### config.mk
export PLATFORM = sky130hd
export DESIGN_NAME = out_display_ctrl
export DESIGN_NICKNAME = d
export VERILOG_FILES = /design/src/rtl/out_display_pkg.sv /design/src/rtl/seg7_decode.sv /design/src/rtl/out_display_ctrl.sv
export SDC_FILE = /design/constraint.sdc
export NUM_CORES = 1
export LEC_CHECK = 0
export ABC_CLOCK_PERIOD_IN_PS = 3100
export CORE_MARGIN = 2
export CORE_UTILIZATION = 45
export CTS_BUF_LIST = sky130_fd_sc_hd__clkbuf_16
export CTS_CLUSTER_SIZE = 10
export DETAILED_ROUTE_END_ITERATION = 12
export PLACE_DENSITY_LB_ADDON = 0.12
export SYNTH_ARGS = -nofsm -noshare
export SYNTH_HDL_FRONTEND = slang
export SYNTH_SLANG_ARGS = --single-unit
### constraint.sdc
create_clock -name clk -period 3.1 [get_ports clk]
set_clock_uncertainty 0.05 [all_clocks]
set_input_delay 0.93 -clock clk [delete_from_list [all_inputs] [get_ports clk]]
set_output_delay 0.93 -clock clk [all_outputs]
set_load 0.02 [all_outputs]
### src/rtl/out_display_pkg.sv
// Shared types and constants for the BCD display controller.
// Holds the converter FSM encoding, 7-segment glyphs and the double-dabble digit adjust.
package out_display_pkg;

    typedef enum logic {
        S_IDLE    = 1'b0,
        S_CONVERT = 1'b1
    } state_t;

    // Segment order {g,f,e,d,c,b,a}, active-high
    localparam logic [6:0] SEG_0 = 7'b0111111;
    localparam logic [6:0] SEG_1 = 7'b0000110;
    localparam logic [6:0] SEG_2 = 7'b1011011;
    localparam logic [6:0] SEG_3 = 7'b1001111;
    localparam logic [6:0] SEG_4 = 7'b1100110;
    localparam logic [6:0] SEG_5 = 7'b1101101;
    localparam logic [6:0] SEG_6 = 7'b1111101;
    localparam logic [6:0] SEG_7 = 7'b0000111;
    localparam logic [6:0] SEG_8 = 7'b1111111;
    localparam logic [6:0] SEG_9 = 7'b1101111;

    function automatic logic [3:0] dd_adjust(input logic [3:0] digit);
        return (digit >= 4'd5) ? digit + 4'd3 : digit;
    endfunction

endpackage

### src/rtl/seg7_decode.sv
// Combinational BCD digit to 7-segment decoder; non-decimal codes go dark.
module seg7_decode
    import out_display_pkg::*;
(
    input  logic [3:0] bcd,
    output logic [6:0] seg_c
);

    always_comb begin
        seg_c = 7'b0000000;
        case (bcd)
            4'd0: seg_c = SEG_0;
            4'd1: seg_c = SEG_1;
            4'd2: seg_c = SEG_2;
            4'd3: seg_c = SEG_3;
            4'd4: seg_c = SEG_4;
            4'd5: seg_c = SEG_5;
            4'd6: seg_c = SEG_6;
            4'd7: seg_c = SEG_7;
            4'd8: seg_c = SEG_8;
            4'd9: seg_c = SEG_9;
            default: seg_c = 7'b0000000;
        endcase
    end

endmodule

### src/rtl/out_display_ctrl.sv
// Binary-to-BCD converter (serial double dabble) driving a multiplexed 7-segment display.
// A load during conversion is parked in a one-deep pending slot (last value wins).
module out_display_ctrl
    import out_display_pkg::*;
#(
    parameter int unsigned WIDTH    = 8,
    parameter int unsigned DIGITS   = 3,
    parameter int unsigned SCAN_DIV = 1024,
    parameter bit          BLANK_LZ = 1'b1
) (
    input  logic                clk,
    input  logic                rst_n,
    input  logic                clk_en,
    input  logic                i_load_enable,
    input  logic [WIDTH-1:0]    i_load_data,
    output logic [4*DIGITS-1:0] o_bcd,
    output logic [6:0]          o_seg,
    output logic [DIGITS-1:0]   o_digit_sel,
    output logic                o_busy
);

    localparam int unsigned BCD_W  = 4 * DIGITS;
    localparam int unsigned CNT_W  = $clog2(WIDTH + 1);
    localparam int unsigned SCAN_W = (SCAN_DIV > 1) ? $clog2(SCAN_DIV) : 1;
    localparam int unsigned IDX_W  = (DIGITS > 1) ? $clog2(DIGITS) : 1;

    state_t              state_q, state_d;
    logic [WIDTH-1:0]    shift_q, shift_d;
    logic [BCD_W-1:0]    acc_q, acc_d;
    logic [CNT_W-1:0]    cnt_q, cnt_d;
    logic                pend_q, pend_d;
    logic [WIDTH-1:0]    pend_data_q, pend_data_d;
    logic [BCD_W-1:0]    bcd_d;
    logic [SCAN_W-1:0]   scan_q, scan_d;
    logic [IDX_W-1:0]    idx_q, idx_d;
    logic [6:0]          seg_d;
    logic [DIGITS-1:0]   sel_d;
    logic                busy_d;

    logic [BCD_W-1:0]       acc_adj_c;
    logic [BCD_W+WIDTH-1:0] step_c;
    logic [3:0]             cur_digit_c;
    logic [6:0]             dec_seg_c;
    logic                   nz_above_c;

    // One double-dabble step: adjust every digit, then shift the whole chain left
    always_comb begin
        acc_adj_c = acc_q;
        for (int d = 0; d < int'(DIGITS); d++) begin
            acc_adj_c[4*d +: 4] = dd_adjust(acc_q[4*d +: 4]);
        end
        step_c = {acc_adj_c, shift_q} << 1;
    end

    // Converter FSM, pending slot and scan counter
    always_comb begin
        state_d     = state_q;
        shift_d     = shift_q;
        acc_d       = acc_q;
        cnt_d       = cnt_q;
        pend_d      = pend_q;
        pend_data_d = pend_data_q;
        bcd_d       = o_bcd;
        scan_d      = scan_q;
        idx_d       = idx_q;

        if (clk_en) begin
            case (state_q)
                S_IDLE: begin
                    if (i_load_enable || pend_q) begin
                        shift_d = i_load_enable ? i_load_data : pend_data_q;
                        acc_d   = '0;
                        cnt_d   = '0;
                        pend_d  = 1'b0;
                        state_d = S_CONVERT;
                    end
                end
                S_CONVERT: begin
                    acc_d   = step_c[BCD_W+WIDTH-1:WIDTH];
                    shift_d = step_c[WIDTH-1:0];
                    cnt_d   = cnt_q + CNT_W'(1);
                    if (cnt_q == CNT_W'(WIDTH - 1)) begin
                        bcd_d   = step_c[BCD_W+WIDTH-1:WIDTH];
                        state_d = S_IDLE;
                    end
                    if (i_load_enable) begin
                        pend_d      = 1'b1;
                        pend_data_d = i_load_data;
                    end
                end
                default: state_d = S_IDLE;
            endcase

            if (scan_q == SCAN_W'(SCAN_DIV - 1)) begin
                scan_d = '0;
                idx_d  = (idx_q == IDX_W'(DIGITS - 1)) ? '0 : idx_q + IDX_W'(1);
            end else begin
                scan_d = scan_q + SCAN_W'(1);
            end
        end
    end

    // Display outputs are computed from next-state values so they register in step with o_bcd
    always_comb begin
        cur_digit_c = 4'd0;
        nz_above_c  = 1'b0;
        sel_d       = '0;
        for (int d = 0; d < int'(DIGITS); d++) begin
            if (IDX_W'(d) == idx_d) begin
                cur_digit_c = bcd_d[4*d +: 4];
                sel_d[d]    = 1'b1;
            end
            if ((IDX_W'(d) >= idx_d) && (bcd_d[4*d +: 4] != 4'd0)) begin
                nz_above_c = 1'b1;
            end
        end
        seg_d = dec_seg_c;
        if (BLANK_LZ && (idx_d != '0) && !nz_above_c) begin
            seg_d = 7'b0000000;
        end
        busy_d = (state_d == S_CONVERT) || pend_d;
    end

    seg7_decode u_seg7_decode (
        .bcd   (cur_digit_c),
        .seg_c (dec_seg_c)
    );

    always_ff @(posedge clk or negedge rst_n) begin
        if (!rst_n) begin
            state_q     <= S_IDLE;
            shift_q     <= '0;
            acc_q       <= '0;
            cnt_q       <= '0;
            pend_q      <= 1'b0;
            pend_data_q <= '0;
            o_bcd       <= '0;
            scan_q      <= '0;
            idx_q       <= '0;
            o_seg       <= SEG_0;
            o_digit_sel <= DIGITS'(1);
            o_busy      <= 1'b0;
        end else begin
            state_q     <= state_d;
            shift_q     <= shift_d;
            acc_q       <= acc_d;
            cnt_q       <= cnt_d;
            pend_q      <= pend_d;
            pend_data_q <= pend_data_d;
            o_bcd       <= bcd_d;
            scan_q      <= scan_d;
            idx_q       <= idx_d;
            o_seg       <= seg_d;
            o_digit_sel <= sel_d;
            o_busy      <= busy_d;
        end
    end

endmodule

==> impl_metrics.env, run 1 <==
export IMPL_drt_iter0_drc=208
export IMPL_cts_sinks=69
export IMPL_grt_first_pass_wirelength_um=13930
export IMPL_hold_viol=0
export IMPL_syn_inst=366
export IMPL_drv_slew=0
export IMPL_synth_edff_count=0
export IMPL_clockBufferDepth=2
export IMPL_final_util_pct=59.60
export IMPL_netlist_area_mm2=0.003697
export IMPL_seq_area_frac_synth_pct=46.94
export IMPL_maxCapViolations=0
export IMPL_initial_core_util_pct=45.69
export IMPL_power_density_mw_per_mm2=918.5
export IMPL_antenna_found_initial=0
export IMPL_area_growth_syn_to_layout_pct=30.46
export IMPL_cp_end_kind="flip-flop"
export IMPL_dr_pass1_iters=4
export IMPL_worst_ep_required_time_ns=3.29
export IMPL_final_cells=550
export IMPL_yosysUniqueCellTypes=59
export IMPL_gp_congestion=0.8799
export IMPL_overflow=0
export IMPL_synthArstFlopShare_pct=100.0
export IMPL_worst_slew_pin_slew_ns=0.5234
export IMPL_p_leak_nw=2.122
export IMPL_ctsHtreeMaxLevel=3
export IMPL_ant_nets=0
export IMPL_yosysWarnings=0
export IMPL_setup_viol=0
export IMPL_path_class="input port to flip-flop"
export IMPL_clock_fmax_mhz=342.1
export IMPL_hpwl_um=6006
export IMPL_min_delay_path_class="flip-flop to flip-flop"
export IMPL_placed_cells=532
export IMPL_avgSynthCellArea_um2=10.10
export IMPL_core_mm2=0.008093
export IMPL_grt_max_degree=53
export IMPL_cts_buffers=9
export IMPL_hold_worst_slack_ns=0.4294
export IMPL_insertion_delay_ns=0.33
export IMPL_portBuffers=34
export IMPL_ys_flop_type="dfrtp_1"
export IMPL_post_drt_wl_per_cell_um=14.72
export IMPL_fp_row_count=33
export IMPL_clock_root_buffer="clkbuf_16"
export IMPL_critPathMaxFanout=4
export IMPL_grt_pass1_vias=2871
export IMPL_cts_tree="done"
export IMPL_drive_above_1_share_pct=25.62
export IMPL_die_width_um=94.65
export IMPL_viasPerCell=5.327
export IMPL_status="finished, final reports clean"
export IMPL_drc=0
export IMPL_drt_total_wl_um=8098
export IMPL_ys_ff_latch=69
export IMPL_cp_start_kind="input port"
export IMPL_final_net_count=464
export IMPL_period_share_pct=94.29
export IMPL_syn_num_nets=390
export IMPL_die_y_um=94.65
export IMPL_ioPinCount=35
export IMPL_n_antenna_cell=0
export IMPL_r2r_setup_slack_ns=0.27
export IMPL_vias=2930
export IMPL_dieArea_mm2=0.008958
export IMPL_relSlewSlack_pct=65.02
export IMPL_grt_usage_pct=20.22
export IMPL_crit_arrival_ns=3.12
export IMPL_cts_clk_slew_worst_paths_ns=0.06
export IMPL_hold_buffers=0
export IMPL_peakVddDrop_v=0.0004408
export IMPL_period_needed_ns=2.923
==> repair_timing <==
action | CTS | global route
resized for setup | 8 | 5
hold endpoints to repair | 0 | 0
pin swaps | 2 | 3
setup buffers | 1 | 1
setup endpoints to repair | 6 | 3
==> critical path: stages <==
cell           delay (ns)
dlygate4sd2_1        0.27
buf_4                0.16
and2_1               0.14
nand3_1              0.11
nand2_1              0.08
buf_4                0.16
a221oi_2             0.25
o21a_1               0.21
nor2_2               0.07
ha_1                 0.32
nor2_1               0.12
mux2i_1              0.08
a211oi_1             0.22
==> state kept, by name (all words and copies together), names as in the netlist <==
name / cells
acc_q: 12
cnt_q: 4
idx_q: 2
o_bcd: 12
o_busy: 1
o_digit_sel: 3
o_seg: 7
pend_data_q: 8
pend_q: 1
scan_q: 10
shift_q: 8
state_q: 1
==> path summary, 6_finish.rpt <==
check | from | cells after the start | endpoint
worst max-delay path | clk_en | 13 | o_seg[3]
worst min-delay path | shift_q[4] | 2 | shift_q[4]
min in group asynchronous | rst_n | 1 | o_digit_sel[1]
worst max register to register | acc_q[0] | 11 | o_seg[3]
max in group asynchronous | rst_n | 2 | o_bcd[5]
worst min register to register | shift_q[4] | 2 | shift_q[4]
==> report_power, final <==
part / switching, mW / internal [mW]
registers: 0.276 / 1.22
clock network: 0.392 / 0.781
logic: 0.919 / 0.840
total: 1.59 / 2.84
==> kinds of logic (layout without fill, tap and decap cells) <==
| group | count (synthesis) | in the layout | share of synthesized area, % |
|---|---|---|---|
| compound gates | 107 | 107 | 20.37 |
| xor+xnor | 8 | 8 | 1.895 |
| fa+ha+maj | 12 | 12 | 4.061 |
| buf+inv | 30 | 109 | 3.485 |
| flops | 69 | 69 | 46.94 |
| mux | 21 | 21 | 6.024 |
| simple gates | 119 | 119 | 17.23 |
==> synth_stat cells (4+ instances only) <==
| cell | count | share of area (%) |
|---|---|---|
| inv_1 | 16 | 1.6 |
| a21o_1 | 4 | 0.81 |
| and2_1 | 5 | 0.85 |
| a211oi_1 | 9 | 1.8 |
| mux2_2 | 10 | 3.0 |
| a211oi_2 | 5 | 1.7 |
| xnor2_1 | 5 | 1.2 |
| clkbuf_1 | 9 | 0.91 |
| ha_1 | 12 | 4.1 |
| nand2_1 | 38 | 3.9 |
| nand2b_1 | 6 | 1.0 |
| a21oi_1 | 16 | 2.2 |
| o21ai_0 | 30 | 4.1 |
| o21a_1 | 4 | 0.81 |
| nor2_1 | 27 | 2.7 |
| nor3_1 | 4 | 0.54 |
| nor4_1 | 4 | 0.68 |
| mux2i_1 | 11 | 3.0 |
| nand3_1 | 9 | 1.2 |
| o21ai_1 | 6 | 0.81 |
| dfstp_2 | 7 | 5.0 |
| o31ai_1 | 6 | 1.2 |
| dfrtp_1 | 62 | 42 |
==> metal layers <==
layer | vias up | track usage, % | share of wire [%] | wire length, um
met1 | 1387 | 27.96 | 49 | 3951
met5 | - | 0 | 0 | 0
met4 | 0 | 6.401 | 0.70 | 57
li1 | 1475 | - | - | -
met3 | 5 | 3.911 | 3.8 | 308
met2 | 63 | 32.21 | 47 | 3779
==> metrics by stage <==
step           setup WS, ns  area (um^2)  power, mW  setup TNS (ns)
2_1_floorplan       0.09896         3697      2.607               0
3_3_place_gp        -0.4421         4433      3.189          -2.629
3_5_place_dp        -0.5192         4433      3.228          -3.144
4_1_cts              0.1584         4806      4.433               0
5_1_grt           -0.008983         4823      4.729       -0.008983
6_report             0.1771         4823      4.430               0
==> final cells by class <==
type                            count  area [um^2]
Fill cell                         691         3269
Multi-Input combinational cell    267         1872
Sequential cell                    69         1735
Timing Repair Buffer               77        685.7
Clock buffer                        9        225.2
Tap cell                          105        131.4
Clock inverter                      7        113.9
Inverter                           16        60.06
==> cells in the final DEF, fill, tap and decap left out, drive strengths merged, types with 5 or more instances in the layout <==
cell           count
clkdlybuf4s50     32
and2               5
nand4              5
nand2             40
nor2              27
clkbuf             9
nand2b             6
xnor2              5
buf               44
dfstp              7
ha                12
a211oi            14
a21oi             16
nand3             10
mux2              10
nor3               5
mux2i             11
o21ai             37
inv               16
o31ai             10
dfrtp             62
(Power assumes the default switching activity.)
==> run 2, diff against run 1 <==
--- a/config.mk
+++ b/config.mk
@@ -7,11 +7,12 @@
 export LEC_CHECK = 0
 export ABC_CLOCK_PERIOD_IN_PS = 3100
 export CORE_MARGIN = 2
-export CORE_UTILIZATION = 45
+export CORE_UTILIZATION = 57
 export CTS_BUF_LIST = sky130_fd_sc_hd__clkbuf_16
 export CTS_CLUSTER_SIZE = 10
 export DETAILED_ROUTE_END_ITERATION = 12
-export PLACE_DENSITY_LB_ADDON = 0.12
+export PLACE_DENSITY = 0.8
 export SYNTH_ARGS = -nofsm -noshare
 export SYNTH_HDL_FRONTEND = slang
+export SYNTH_HIERARCHICAL = 1
 export SYNTH_SLANG_ARGS = --single-unit
==> impl_metrics.env, run 2 <==
export IMPL_grt_first_pass_wirelength_um=13100
export IMPL_largestRegisters="acc_q (12), o_bcd (12), scan_q (10)"
export IMPL_initial_core_util_pct=59.65
export IMPL_die_width_um=83.18
export IMPL_hold_buffers=0
export IMPL_ioPinCount=35
export IMPL_yosysUniqueCellTypes=50
export IMPL_crit_arrival_ns=3.11
export IMPL_drt_total_wl_um=7627
export IMPL_status="finished, final reports clean"
export IMPL_die_y_um=83.18
export IMPL_clock_root_buffer="clkbuf_16"
export IMPL_r2r_setup_slack_ns=0.22
export IMPL_vias=2802
export IMPL_cts_sinks=69
export IMPL_seq_area_frac_synth_pct=48.56
export IMPL_grt_max_degree=46
export IMPL_post_drt_wl_per_cell_um=15.50
export IMPL_cts_clk_slew_worst_paths_ns=0.06
export IMPL_cp_start_kind="flip-flop"
export IMPL_setup_tns_ns=0
export IMPL_cts_tree="done"
export IMPL_drv_slew=0
export IMPL_grt_pass1_vias=2831
export IMPL_yosysTopAreaCellShare_pct=43.42
export IMPL_ctsHtreeMaxLevel=3
export IMPL_netlist_area_mm2=0.003573
export IMPL_syn_inst=344
export IMPL_overflow=0
export IMPL_yosys_top_cells_area="dfrtp_1, dfstp_2, mux2_2, ha_1, mux2i_1"
export IMPL_p_leak_nw=2.033
export IMPL_drc=0
export IMPL_relSlewSlack_pct=20.69
export IMPL_synth_common_cells="dfrtp_1, nand2_1, o21ai_0, nor2_1, a21oi_1"
export IMPL_grt_usage_pct=23.85
export IMPL_portBuffers=34
export IMPL_syn_num_nets=370
export IMPL_viasPerCell=5.695
export IMPL_dr_pass1_iters=4
export IMPL_yosysMostFrequentCell="dfrtp_1"
export IMPL_gp_congestion=0.9664
export IMPL_dieArea_mm2=0.006919
export IMPL_final_util_pct=75.58
export IMPL_worst_slew_pin_slew_ns=1.183
export IMPL_synthArstFlopShare_pct=100.0
export IMPL_drt_iter0_drc=107
export IMPL_hpwl_um=5486
export IMPL_clock_fmax_mhz=346.7
export IMPL_antenna_found_initial=0
export IMPL_synth_area_leader_cell="dfrtp_1"
export IMPL_worst_ep_required_time_ns=3.32
export IMPL_min_delay_path_class="flip-flop to flip-flop"
export IMPL_drive_above_1_share_pct=24.70
export IMPL_placed_cells=476
export IMPL_synth_edff_count=0
export IMPL_final_common_cell="dfrtp_1"
export IMPL_core_mm2=0.005991
export IMPL_setup_viol=0
export IMPL_final_cells=492
export IMPL_cts_buffers=9
export IMPL_finalPower_mw=3.103
export IMPL_yosysWarnings=6
export IMPL_ant_nets=0
export IMPL_insertion_delay_ns=0.33
export IMPL_critPathMaxFanout=5
export IMPL_peakVddDrop_v=0.0004695
export IMPL_path_class="flip-flop to flip-flop"
export IMPL_power_density_mw_per_mm2=685.3
export IMPL_fp_row_count=28
export IMPL_clockBufferDepth=2
export IMPL_ys_flop_type="dfrtp_1"
export IMPL_maxCapViolations=0
export IMPL_cp_end_kind="flip-flop"
export IMPL_period_share_pct=93.05
export IMPL_period_needed_ns=2.885
export IMPL_ys_ff_latch=69
export IMPL_layout_common_cells="dfrtp_1, buf_4, clkdlybuf4s50_1"
export IMPL_n_antenna_cell=0
export IMPL_hold_viol=0
export IMPL_area_growth_syn_to_layout_pct=26.72
export IMPL_avgSynthCellArea_um2=10.39
export IMPL_rsz0062_at_grt="no"
export IMPL_final_net_count=438
-- run 2: final cells by class --
class                   count  area [um^2]
clock buffers               9        225.2
clock inverters             7        42.54
fillers                   399         1463
inverters                  16        60.06
multi-input cells         243         1734
flip-flops and latches     69         1737
well taps                  75        93.84
repair buffers             73        635.6
-- run 2: critical path: stages, from the launching register on --
cell,delay (ns)
dfrtp_2,0.41
inv_1,0.06
ha_1,0.22
nand2b_1,0.13
or3b_2,0.51
a31oi_4,0.21
mux2i_1,0.12
o211ai_1,0.36
inv_2,0.11
ha_1,0.33
o21ai_0,0.18
and2_1,0.14
-- run 2: kinds of logic after synthesis --
| logic type | Yosys count | share of synthesized area, % |
|---|---|---|
| buffers and inverters | 32 | 4.096 |
| adder cells (fa/ha/maj) | 14 | 4.902 |
| AND/OR/NAND/NOR | 100 | 14.36 |
| XOR/XNOR | 13 | 3.186 |
| flip-flops | 69 | 48.56 |
| AO/OA/AOI/OAI | 85 | 15.65 |
| multiplexers | 31 | 9.244 |
-- run 2: power by group --
group	switching [mW]	total (mW)	internal, mW
Sequential	0.183	1.27	1.09
Combinational	0.470	0.909	0.439
Clock	0.387	0.922	0.534
-- run 2: worst paths after layout --
kind                                  from         end  cells past startpoint
worst max-delay path              acc_q[4]    o_seg[1]                     11
worst min-delay path            shift_q[4]  shift_q[4]                      2
worst max register to register    acc_q[4]    o_seg[1]                     11
worst min register to register  shift_q[4]  shift_q[4]                      2
max in group asynchronous            rst_n  shift_q[2]                      2
min in group asynchronous            rst_n    o_bcd[2]                      1
-- run 2: per-stage QoR --
| step | hold WS [ns] | instance area [um^2] | setup WS, ns |
|---|---|---|---|
| 6_report | 0.4362 | 4528 | 0.2154 |
| 5_1_grt | 0.4608 | 4528 | 0.04734 |
| 4_1_cts | 0.4343 | 4517 | 0.1143 |
| 3_5_place_dp | 0.4210 | 4227 | -0.4833 |
| 3_3_place_gp | 0.4116 | 4227 | -0.3482 |
| 2_1_floorplan | 0.3948 | 3573 | 0.09417 |
-- run 2: metal layers --
layer | share of wire, % | up-vias | wire length [um] | track usage [%]
met5 | 0 | - | 0 | 0
met4 | 2.2 | 0 | 169 | 11.62
met3 | 3.5 | 17 | 270 | 4.076
met2 | 51 | 66 | 3873 | 41.42
met1 | 43 | 1360 | 3314 | 28.64
li1 | - | 1359 | - | -
-- run 2: what timing repair did --
action                                  4_1_cts  5_1_grt
resized for setup                             5        8
pin swaps                                     1        3
endpoints found under the setup margin        7        7
buffers inserted                              0        0
hold endpoints to repair                      0        0
